File: src/rtl/light_sequencer.sv
// Tick-driven traffic lamp sequencer: turns the 2-bit traffic-mode code into
// North-South / East-West lamp drives and a pedestrian walk lamp.
module light_sequencer #(
  parameter int G_TIME    = 8,
  parameter int Y_TIME    = 3,
  parameter int AR_TIME   = 1,
  parameter int WALK_TIME = 6,
  parameter int CNT_W     = 4
) (
  input  logic       clk,
  input  logic       rst,
  input  logic       tick,
  input  logic [1:0] mode,
  output logic [2:0] nsLight,
  output logic [2:0] ewLight,
  output logic       walk
);

  typedef enum logic [3:0] {
    NS_G,
    NS_Y,
    AR_A,
    EW_G,
    EW_Y,
    AR_B,
    WALK,
    EMG,
    NIGHT
  } state_t;

  localparam logic [1:0] MODE_DAY   = 2'b00;
  localparam logic [1:0] MODE_NIGHT = 2'b01;
  localparam logic [1:0] MODE_PED   = 2'b10;
  localparam logic [1:0] MODE_EMG   = 2'b11;

  localparam logic [CNT_W-1:0] G_LOAD    = CNT_W'(G_TIME - 1);
  localparam logic [CNT_W-1:0] Y_LOAD    = CNT_W'(Y_TIME - 1);
  localparam logic [CNT_W-1:0] AR_LOAD   = CNT_W'(AR_TIME - 1);
  localparam logic [CNT_W-1:0] WALK_LOAD = CNT_W'(WALK_TIME - 1);

  localparam logic [2:0] LAMP_R   = 3'b100;
  localparam logic [2:0] LAMP_Y   = 3'b010;
  localparam logic [2:0] LAMP_G   = 3'b001;
  localparam logic [2:0] LAMP_OFF = 3'b000;

  state_t           state, state_n;
  logic [CNT_W-1:0] timer, timer_n;
  logic             flash, flash_n;
  logic             ped_served, ped_served_n;

  logic [1:0]       eff_mode;
  logic             expired;
  logic [CNT_W-1:0] timer_dec;

  always_ff @(posedge clk or posedge rst) begin
    if (rst) begin
      state      <= AR_B;
      timer      <= AR_LOAD;
      flash      <= 1'b1;
      ped_served <= 1'b0;
    end else begin
      state      <= state_n;
      timer      <= timer_n;
      flash      <= flash_n;
      ped_served <= ped_served_n;
    end
  end

  // A served pedestrian request degrades to day mode until mode leaves 10.
  always_comb begin
    eff_mode  = (mode == MODE_PED && ped_served) ? MODE_DAY : mode;
    expired   = (timer == '0);
    timer_dec = expired ? timer : timer - 1'b1;
  end

  always_comb begin
    state_n      = state;
    timer_n      = timer;
    flash_n      = flash;
    ped_served_n = ped_served;

    if (tick) begin
      timer_n = timer_dec;
      case (state)
        NS_G: begin
          if (expired || eff_mode != MODE_DAY) begin
            state_n = NS_Y;
            timer_n = Y_LOAD;
          end
        end
        EW_G: begin
          if (expired || eff_mode != MODE_DAY) begin
            state_n = EW_Y;
            timer_n = Y_LOAD;
          end
        end
        NS_Y: begin
          if (expired) begin
            state_n = AR_A;
            timer_n = AR_LOAD;
          end
        end
        EW_Y: begin
          if (expired) begin
            state_n = AR_B;
            timer_n = AR_LOAD;
          end
        end
        AR_A, AR_B: begin
          // All-red exit target is chosen by mode priority, emergency first.
          if (expired) begin
            if (mode == MODE_EMG) begin
              state_n = EMG;
            end else if (mode == MODE_PED && !ped_served) begin
              state_n = WALK;
              timer_n = WALK_LOAD;
            end else if (mode == MODE_NIGHT) begin
              state_n = NIGHT;
              flash_n = 1'b1;
            end else if (state == AR_A) begin
              state_n = EW_G;
              timer_n = G_LOAD;
            end else begin
              state_n = NS_G;
              timer_n = G_LOAD;
            end
          end
        end
        WALK: begin
          if (mode == MODE_EMG) begin
            state_n = EMG;
          end else if (expired) begin
            state_n      = AR_B;
            timer_n      = AR_LOAD;
            ped_served_n = 1'b1;
          end
        end
        EMG: begin
          if (mode != MODE_EMG) begin
            state_n = AR_B;
            timer_n = AR_LOAD;
          end
        end
        NIGHT: begin
          if (mode == MODE_EMG) begin
            state_n = EMG;
          end else if (mode == MODE_DAY || mode == MODE_PED) begin
            state_n = AR_B;
            timer_n = AR_LOAD;
          end else begin
            flash_n = ~flash;
          end
        end
        default: begin
          state_n = AR_B;
          timer_n = AR_LOAD;
        end
      endcase
    end

    // Withdrawing the request always wins, even on the walk-expiry edge.
    if (mode != MODE_PED) ped_served_n = 1'b0;
  end

  always_comb begin
    nsLight = LAMP_R;
    ewLight = LAMP_R;
    walk    = 1'b0;
    case (state)
      NS_G:    nsLight = LAMP_G;
      NS_Y:    nsLight = LAMP_Y;
      EW_G:    ewLight = LAMP_G;
      EW_Y:    ewLight = LAMP_Y;
      WALK:    walk    = 1'b1;
      NIGHT: begin
        nsLight = flash ? LAMP_Y : LAMP_OFF;
        ewLight = flash ? LAMP_R : LAMP_OFF;
      end
      default: ;
    endcase
  end

endmodule

File: config.mk
export PLATFORM = sky130hd
export DESIGN_NAME = light_sequencer
export DESIGN_NICKNAME = d
export VERILOG_FILES = /design/src/rtl/light_sequencer.sv
export SDC_FILE = /design/constraint.sdc
export NUM_CORES = 1
export LEC_CHECK = 0
export CORE_MARGIN = 2
export CORE_UTILIZATION = 60
export DETAILED_ROUTE_END_ITERATION = 7
export PLACE_DENSITY = 0.9
export SLEW_MARGIN = 10
export SYNTH_ARGS = -nofsm -noshare
export SYNTH_HDL_FRONTEND = slang
export SYNTH_SLANG_ARGS = --single-unit
File: constraint.sdc
create_clock -name clk -period 5.66 [get_ports clk]
set_input_delay 1.698 -clock clk [delete_from_list [all_inputs] [get_ports clk]]
set_output_delay 1.698 -clock clk [all_outputs]
set_load 0.01 [all_outputs]
After elaboration in Yosys (flattened, before gate mapping):

Cells that the tools add are included.

* output and inout bits: 7
* logic and storage cells: 94
* bits in registers: 10

* mux-type cells: 44
* add/sub/neg operators: 1
* reductions and logical operators: 19
* eq/ne operators: 25
* bitwise logic cells: 1

Operators by type and width (count)
* 4-bit two-way mux: 23
* 4-bit one-hot mux with 8 select lines: 1
* 2-bit != test (second input constant): 12
* 4-bit one-hot mux with 6 select lines: 1
* 3-bit one-hot mux with 3 select lines: 2
* 4-bit by 3-bit equality test with 1-bit output (second input constant): 4
* 1-bit two-way mux: 12
* 2-bit nonzero test: 5
* 4-bit by 2-bit equality test with 1-bit output (second input constant): 2
* 4-bit zero test: 2
* 8-bit AND reduction: 1
* 7-bit AND reduction: 1
* 2-bit two-way mux: 3
* 2-bit OR reduction: 3
* 2-bit equality test (second input constant): 2
* 4-bit by 1-bit equality test with 1-bit output (second input constant): 1
* 4-bit equality test (second input constant): 1
* 4-bit AND reduction: 1
* 4-bit by 1-bit subtractor with 4-bit output (second input constant): 1
* 3-bit two-way mux: 1
* 3-bit != test (second input constant): 1
* 2-bit by 1-bit equality test with 1-bit output (second input constant): 1
* 1-bit logical AND: 2
* 2-bit zero test: 1
* other kinds (5): 6

Logic depth before layout (Yosys ltp):

Gate-level depths: netlist of the first run.

* word-level depth: 7
* depth in mapped cells: 9

Least setup slack after synthesis of the first run:

No wires, ideal clock.

* path type: flip-flop to output port
* from: register state[2]
* to: output port ewLight[2]
* arrival: 1.561 ns
* cell stages (with the launch flop): 5
* required time: 3.962 ns
* path slack: 2.401 ns
* path through: dfstp_2 buf_2 inv_1 nor4_1 nor2_1

* cells in the longest elaborated chain, start to end: 2

Ends and longest elaborated chain
* start, declared: line 46 `state_t state, state_n;`
* start signal, assigned: line 62 `state <= state_n;`
* 4-bit equality test, or another cell as far along: line 169 `case (state)`
* 3-bit one-hot mux with 3 select lines (*): line 169
* end, declared: line 15 `output logic [2:0] ewLight,`

Mark *: on every way between the ends. The rest lies on a longest branch, timed or not.

Worst setup path after layout of the first run:

* from: register state[3]
* to: output port ewLight[2]

Same word-level chain as after synthesis.

==> results.toml, run 1 <==
[synth]
synth_area_per_cell_um2 = 7.55
ys_types = 48
synth_top_family_by_area = "compound AO/OA/AOI/OAI gates"
synth_edf_count = 0
ys.flop_type = "dfrtp_1"
synth_mux_area_share_pct = 0
yosys.area.top_type = "dfrtp_1"
synth_area_leaders = "dfrtp_1, dfstp_2, o21ai_0, a21oi_1, nand2_1"
synth-simple-area-share_pct = 28.1
synthAdderAreaFrac_pct = 2.33
async_flop_share_pct = 100
synth_top_area_share_pct = 16.3
syn-num-nets = 149
netlist_top_cells_count = "nand2_1, o21ai_0, a21oi_1"
synth-seq-cells = 10
yosysWarnings = 0
synth_compound_area_share_pct = 37.7
synth_xor_area_share_pct = 0
ys_seq_area_share_pct = 23.7
syn_area_um2 = 1070
synthCells = 142

[global_route]
grt_use_total_pct = 29.7
first_global_vias = 980
gr-total-overflow = 0
antenna_found_initial = 0
grt_max_degree = 25
grt_pass1_wl_mm = 4.44

[clock_network]
cts_htree_levels = 1
cts_hold_buffers = 0
cts.sinks = 10
clock_latency_ns = 0.29
cts_tree = "built"
cts_root_buf = "clkbuf_4"
clk_pin_slew_worst_paths_ns = 0.08
cts_buffers = 3
post_cts_buffers = 0
clockBufferDepth = 2
cts_resized = 0

[critical_path]
crit_arrival_ns = 2.43
r2r_setup_slack_ns = 3.34
r2r_start = "timer[0]"
crit_fanout = 24
cp_slowest_stage_delay_ns = 0.81
startpoint_type = "register"
slowest_stage = "dfrtp_1"
cp.required_ns = 3.96
r2r_end = "timer[0]"
critPathBufInv = 1
crit_type = "reg -> out"
worst_r2r_path_depth = 8
crit_chain = "or4b_2 -> a21oi_1 -> nor2_1 -> clkdlybuf4s50_1"
critical_path.top_delay_family = "flip-flops"
endpoint_kind = "primary output"

[finish]
diodes = 0
fin_area_um2 = 1190
fin_cells = 170
synthToLayoutAreaGrowth_pct = 10.6
drive_above_1_share_pct = 11.7
nNetsFinal = 153

[route]
drcViolationCount = 0
dr.pass1.iters = 5
drt_iter0_markers = 72
wire_per_inst_um = 16.5
wirelength_mm = 2.81
vias = 1125
ant_nets = 0
vias_per_cell = 6.62

[timing]
slew-limit-headroom_pct = 51.6
finalMaxSlewViolations = 0
setup_ws_ns = 1.53
worstMarginPinSlew_ns = 0.726
finalCritPeriodShare_pct = 72.9
fin_skew_ns = 0.0184
rsz0062_at_grt = "no"
layout_min_cycle_time_ns = 4.13
setup_violations = 0
max_freq_mhz = 242
fin_tns_setup_ns = 0
hold_viol = 0

[pwr]
p_int_uw = 330
power_density_nw_per_um2 = 572
max-vdd-ir-drop_v = 0.000366
p_sw_share_pct = 51.5
p_sw_uw = 349
combPwrFrac_pct = 65.0
clkPwrFrac_pct = 8.5
p_leak_nw = 0.424
total_power_uw = 679
pwr-share-seq_pct = 26.6

[placement]
post-place-ws_ns = 1.85
place_congestion = 0.973
portBuffers = 11
dp_hpwl_mm = 1.96
dp_cells = 166
place_area_um2 = 1160

[floorplan]
io_pins = 12
initial_core_util_pct = 62.8
die_h_um = 46.3
core_area_um2 = 1710
row_count = 15
dieArea_um2 = 2140
die_w_um = 46.3

[worst_hold_path]
whs_path_depth = 2
whs_endpoint = "flash"
min_path_type = "reg -> reg"
holdCritStartpoint = "flash"

[status]
status = "finished clean"

[run]
drv_cap = 0
kinds of logic (layout without fill, tap and decap cells):
group                    Yosys count  count (layout)
AO/OA/AOI/OAI                     54              54
adder cells (fa/ha/maj)            2               2
buffers and inverters             21              24
flip-flops                        10              10
AND/OR/NAND/NOR                   55              55
cell type report:
type	instances	area, um^2
multi-input cells	111	731
fillers	130	522
well taps	25	31.3
repair buffers	11	110
clock buffers	4	26.3
inverters	9	33.8
flip-flops and latches	10	254
worst register-to-register path, cell delays in order, from the launching register on:
cell and delay (ns):
dfrtp_1 0.39, inv_1 0.12, ha_1 0.22, and3_1 0.45
inv_2 0.19, ha_1 0.36, nand3_1 0.08, a311oi_1 0.28
o22ai_1 0.11
worst max path at each step:
stage,cells after the start,to,from,slack (ns)
3_3_place_gp,4,ewLight[2],state[3],1.90
4_1_cts,4,ewLight[2],state[3],1.55
5_1_grt,4,ewLight[2],state[3],1.48
3_5_place_dp,7,state[1],mode[1],1.85
2_1_floorplan,4,ewLight[2],state[2],2.40
6_report,4,ewLight[2],state[3],1.53
layout by cell type, fill, tap and decap left out, types with 2 or more instances in the layout:
cell | netlist | routed
a221oi_1 | 2 | 2
o22ai_1 | 2 | 2
a21boi_0 | 3 | 3
ha_1 | 2 | 2
clkbuf_4 | 0 | 3
a21oi_1 | 11 | 11
nor3_1 | 3 | 3
nor3b_1 | 3 | 3
nor2_1 | 8 | 8
nor2b_1 | 3 | 3
dfrtp_1 | 7 | 7
clkdlybuf4s50_1 | 0 | 11
a2111oi_0 | 2 | 2
and3_1 | 5 | 5
inv_1 | 8 | 8
o21ai_0 | 13 | 13
dfstp_2 | 3 | 3
nand2_1 | 13 | 13
nand2b_1 | 3 | 3
a31oi_1 | 3 | 3
nand3_1 | 6 | 6
nor4_1 | 4 | 4
o21ai_1 | 2 | 2
layer usage:
metal / wire length, um / vias to the layer above / track usage, %
met5: 0 / - / 0
met4: 70 / 0 / 18.9
met3: 216 / 7 / 5.10
met2: 1400 / 54 / 44.2
met1: 1130 / 521 / 39.1
li1: - / 543 / -
power groups by stage:
stage / combinational [mW] / clock [mW] / sequential (mW)
after floorplan: 0.373 / 0 / 0.126
after global placement: 0.416 / 0 / 0.176
after detailed placement: 0.432 / 0 / 0.179
after CTS: 0.435 / 0.0572 / 0.178
after global routing: 0.485 / 0.0598 / 0.188
final: 0.441 / 0.0575 / 0.180
through the flow:
stage	utilization, %	hold WS, ns
3_3_place_gp	67.9	0.520
5_1_grt	69.5	0.581
4_1_cts	69.5	0.533
3_5_place_dp	67.9	0.518
2_1_floorplan	-	0.485
6_report	69.5	0.543
flip-flops by register name, indices dropped and copies added, names as in the netlist:
signal,cells
flash,1
ped_served,1
state,4
timer,4
Note: power is estimated with default switching activity, not from simulation.
==> run 2, diff against run 1 <==
CORE_UTILIZATION = 55   (was 60)
PLACE_DENSITY = 0.84   (was 0.9)
clock period = 4.2 ns   (was 5.66 ns; I/O delays follow)
==> results.toml, run 2 (synthesis gave the netlist of run 1 again) <==
[critical_path]
startpoint_type = "register"
slowest_stage = "or4b_2"
worstSetupEndpoint = "ewLight[2]"
critPathBufInv = 1
cp.depth = 4
r2r_end = "timer[0]"
endpoint_kind = "primary output"
crit_fanout = 23
critical_path.top_delay_family = "simple AND/OR/NAND/NOR gates"
crit_chain = "or4b_2 -> a21oi_1 -> nor2_1 -> clkdlybuf4s50_1"
crit_arrival_ns = 2.26
r2r_setup_slack_ns = 1.93
cp-startpoint = "state[1]"
cp.required_ns = 2.94
crit_type = "reg -> out"
r2r_start = "timer[0]"
worst_r2r_path_depth = 8
cp_slowest_stage_delay_ns = 0.69

[timing]
max_freq_mhz = 284
worst_hold_slack_ns = 0.534
fin_tns_setup_ns = 0
worstMarginPinSlew_ns = 0.589
rsz0062_at_grt = "no"
finalMaxSlewViolations = 0
layout_min_cycle_time_ns = 3.52
fin_skew_ns = 0.0124
slew-limit-headroom_pct = 60.7
setup_violations = 0
hold_viol = 0
finalCritPeriodShare_pct = 83.9

[clock_network]
cts_buffers = 3
cts_htree_levels = 1
clk_pin_slew_worst_paths_ns = 0.09
cts_hold_buffers = 0
cts_resized = 0
cts_root_buf = "clkbuf_4"
cts.sinks = 10
clock_latency_ns = 0.28
clockBufferDepth = 2
post_cts_buffers = 0
cts_tree = "built"

[global_route]
first_global_vias = 926
antenna_found_initial = 0
grt_max_degree = 25
grt_use_total_pct = 26.8
gr-total-overflow = 0
grt_pass1_wl_mm = 4.33

[pwr]
p_sw_uw = 460
power_density_nw_per_um2 = 767
max-vdd-ir-drop_v = 0.000504
combPwrFrac_pct = 65.5
clkPwrFrac_pct = 10.2
pwr-share-seq_pct = 24.3
p_int_uw = 462
p_leak_nw = 0.436
p_sw_share_pct = 49.9

[route]
wire_per_inst_um = 15.8
wirelength_mm = 2.70
drcViolationCount = 0
vias = 1153
dr.pass1.iters = 4
drt_iter0_markers = 92
ant_nets = 0
vias_per_cell = 6.74

[floorplan]
initial_core_util_pct = 60.1
die_w_um = 48.2
io_pins = 12
die_h_um = 48.2
row_count = 15
core_area_um2 = 1780
dieArea_um2 = 2320

[finish]
diodes = 0
nNetsFinal = 154
layout_common_cells = "o21ai_0, nand2_1, a21oi_1, clkdlybuf4s50_1"
synthToLayoutAreaGrowth_pct = 12.3
fillers = 140
reg_top3 = "state x4, timer x4"
fin_util_pct = 67.5
drive_above_1_share_pct = 13.0

[run]
drv_cap = 0

[status]
status = "finished clean"

[placement]
dp_hpwl_mm = 1.93
portBuffers = 11
place_congestion = 0.885

[worst_hold_path]
min_path_type = "reg -> reg"
==> run 2: metrics by stage <==
step / total power [mW] / cell area [um^2] / setup slack [ns] / instances
CTS: 0.917 / 1200 / 0.680 / 171
finish: 0.923 / 1200 / 0.675 / 171
global placement: 0.807 / 1170 / 0.906 / 167
floorplan: 0.672 / 1070 / 1.38 / 142
detailed placement: 0.821 / 1170 / 0.814 / 167
global route: 1.00 / 1200 / 0.513 / 171
==> run 2: cell type report <==
cell class,instances,area [um^2],share of cell area [%]
Sequential cell,10,254,21.1
Tap cell,25,31.3,2.60
Inverter,9,33.8,2.81
Multi-Input combinational cell,111,731,60.7
Clock buffer,4,36.3,3.01
Timing Repair Buffer,12,118,9.77
==> run 2: routing by layer <==
metal | wire [um] | vias to the layer above | GRT usage (%) | part of all wire, %
li1 | - | 550 | - | -
met1 | 1130 | 544 | 35.7 | 42
met2 | 1340 | 53 | 42.6 | 50
met3 | 182 | 6 | 5.56 | 6.8
met4 | 42 | 0 | 10.3 | 1.6
met5 | 0 | - | 0 | 0
==> run 2: tightest hold or removal path, stage by stage (launching register included) <==
cell and delay (ns):
dfstp_2 0.39, o21ai_0 0.07, o31ai_1 0.07
==> run 2: worst min-delay path by stage <==
stage | startpoint | end | slack (ns) | cells past startpoint
detailed placement | flash | flash | 0.52 | 2
CTS | flash | flash | 0.54 | 2
finish | flash | flash | 0.53 | 2
floorplan | flash | flash | 0.48 | 2
global placement | flash | flash | 0.52 | 2
global route | flash | flash | 0.57 | 2
==> run 2: power groups by stage <==
stage	Combinational [mW]	Clock (mW)	Sequential, mW
after floorplan	0.503	0	0.169
after global placement	0.583	0	0.224
after detailed placement	0.595	0	0.226
after CTS	0.600	0.0942	0.223
after global routing	0.671	0.0984	0.235
final	0.605	0.0938	0.224
==> run 3, diff against run 2 <==
clock period = 3.3 ns   (was 4.2 ns; I/O delays follow)
==> results.toml, run 3 (synthesis gave the netlist of run 1 again) <==
[finish]
reg_top3 = "state x4, timer x4"
fillers = 143
diodes = 0
regArea_um2 = 254
synthToLayoutAreaGrowth_pct = 15.1
fin_util_pct = 69.2
multi_input_area_um2 = 731
fin_cells = 175
nNetsFinal = 158
drive_above_1_share_pct = 15.3
fin_area_um2 = 1230
layout_common_cells = "o21ai_0, nand2_1, a21oi_1, clkdlybuf4s50_1"

[timing]
fin_tns_setup_ns = 0
finalMaxSlewViolations = 0
finalCritPeriodShare_pct = 93.0
max_freq_mhz = 326
setup_ws_ns = 0.229
worstMarginPinSlew_ns = 0.571
hold_viol = 0
fin_skew_ns = 0.00835
setup_violations = 0
layout_min_cycle_time_ns = 3.07
rsz0062_at_grt = "no"
slew-limit-headroom_pct = 60.9

[pwr]
power_density_nw_per_um2 = 983
pwr-share-seq_pct = 17.5
combPwrFrac_pct = 73.7
p_sw_share_pct = 49.9
p_leak_nw = 0.456
p_sw_uw = 605
clkPwrFrac_pct = 8.7
max-vdd-ir-drop_v = 0.000731
p_int_uw = 607

[route]
vias_per_cell = 6.62
ant_nets = 0
wirelength_mm = 2.82
wire_per_inst_um = 16.1
drt_iter0_markers = 51
vias = 1159
dr.pass1.iters = 4
drcViolationCount = 0

[critical_path]
r2r_end = "timer[0]"
crit_arrival_ns = 2.08
cp.required_ns = 2.31
startpoint_type = "register"
endpoint_kind = "primary output"
r2r_setup_slack_ns = 1.00
cp-startpoint = "state[1]"
crit_chain = "buf_4 -> nor2b_1 -> and3_1 -> clkdlybuf4s50_1"
crit_fanout = 22
slowest_stage = "clkdlybuf4s50_1"
r2r_start = "timer[0]"
worstSetupEndpoint = "walk"
worst_r2r_path_depth = 8
cp_slowest_stage_delay_ns = 0.59
crit_type = "reg -> out"

[clock_network]
cts_tree = "built"
cts_root_buf = "clkbuf_4"
cts_htree_levels = 1
cts_buffers = 3
cts_resized = 0
clock_latency_ns = 0.26
cts.sinks = 10
clockBufferDepth = 2
cts_hold_buffers = 0
clk_pin_slew_worst_paths_ns = 0.07
post_cts_buffers = 0

[global_route]
first_global_vias = 976
antenna_found_initial = 0
grt_use_total_pct = 28.7
gr-total-overflow = 0
grt_pass1_wl_mm = 4.64
grt_max_degree = 24

[floorplan]
io_pins = 12
dieArea_um2 = 2320
die_w_um = 48.2
initial_core_util_pct = 60.1
die_h_um = 48.2
core_area_um2 = 1780
row_count = 15

[placement]
place_area_um2 = 1200
post-place-ws_ns = 0.338
dp_cells = 171
dp_hpwl_mm = 2.04
place_congestion = 0.995
portBuffers = 11

[status]
status = "finished clean"

[run]
drv_cap = 0

[worst_hold_path]
min_path_type = "reg -> reg"
run 3: cell types whose count changed in the layout (fill, tap and decap cells not counted), sizes merged:
| cell | delta |
|---|---|
| buf | +4 |
run 3: layer usage:
| metal | routed length [um] | share of wire, % | GRT usage (%) |
|---|---|---|---|
| met5 | 0 | 0 | 0 |
| met1 | 1280 | 45 | 41.9 |
| met4 | 12 | 0.43 | 11.4 |
| met2 | 1310 | 46 | 41.8 |
| met3 | 226 | 8.0 | 4.81 |
run 3: area by class of cell:
class / instances / area share, %
Tap cell: 25 / 2.54
Clock buffer: 4 / 2.94
Sequential cell: 10 / 20.6
Inverter: 9 / 2.74
Timing Repair Buffer: 16 / 12.0
Multi-Input combinational cell: 111 / 59.2
run 3: power groups by stage:
| stage | combinational, mW | sequential, mW | clock [mW] |
|---|---|---|---|
| detailed placement | 0.873 | 0.214 | 0 |
| global placement | 0.861 | 0.213 | 0 |
| global route | 0.977 | 0.219 | 0.115 |
| finish | 0.894 | 0.213 | 0.106 |
| CTS | 0.879 | 0.212 | 0.110 |
| floorplan | 0.640 | 0.215 | 0 |
run 3: worst max-delay path: cells and delay by family, from the launching register on:
| kind | cells | cell delay [ns] |
|---|---|---|
| AND/OR/NAND/NOR | 2 | 0.66 |
| buffers and inverters | 2 | 0.83 |
| flip-flops | 1 | 0.33 |
run 3: how the worst min path moves through the flow:
stage / from / end / slack [ns] / cells after the start
floorplan: flash / flash / 0.48 / 2
global placement: flash / flash / 0.51 / 2
detailed placement: flash / flash / 0.52 / 2
CTS: flash / flash / 0.53 / 2
global route: flash / flash / 0.56 / 2
finish: flash / flash / 0.53 / 2
run 3: per-stage QoR:
stage | hold WS (ns) | power, mW
after floorplan | 0.485 | 0.855
after global placement | 0.514 | 1.07
after detailed placement | 0.520 | 1.09
after CTS | 0.530 | 1.20
after global routing | 0.555 | 1.31
final | 0.529 | 1.21
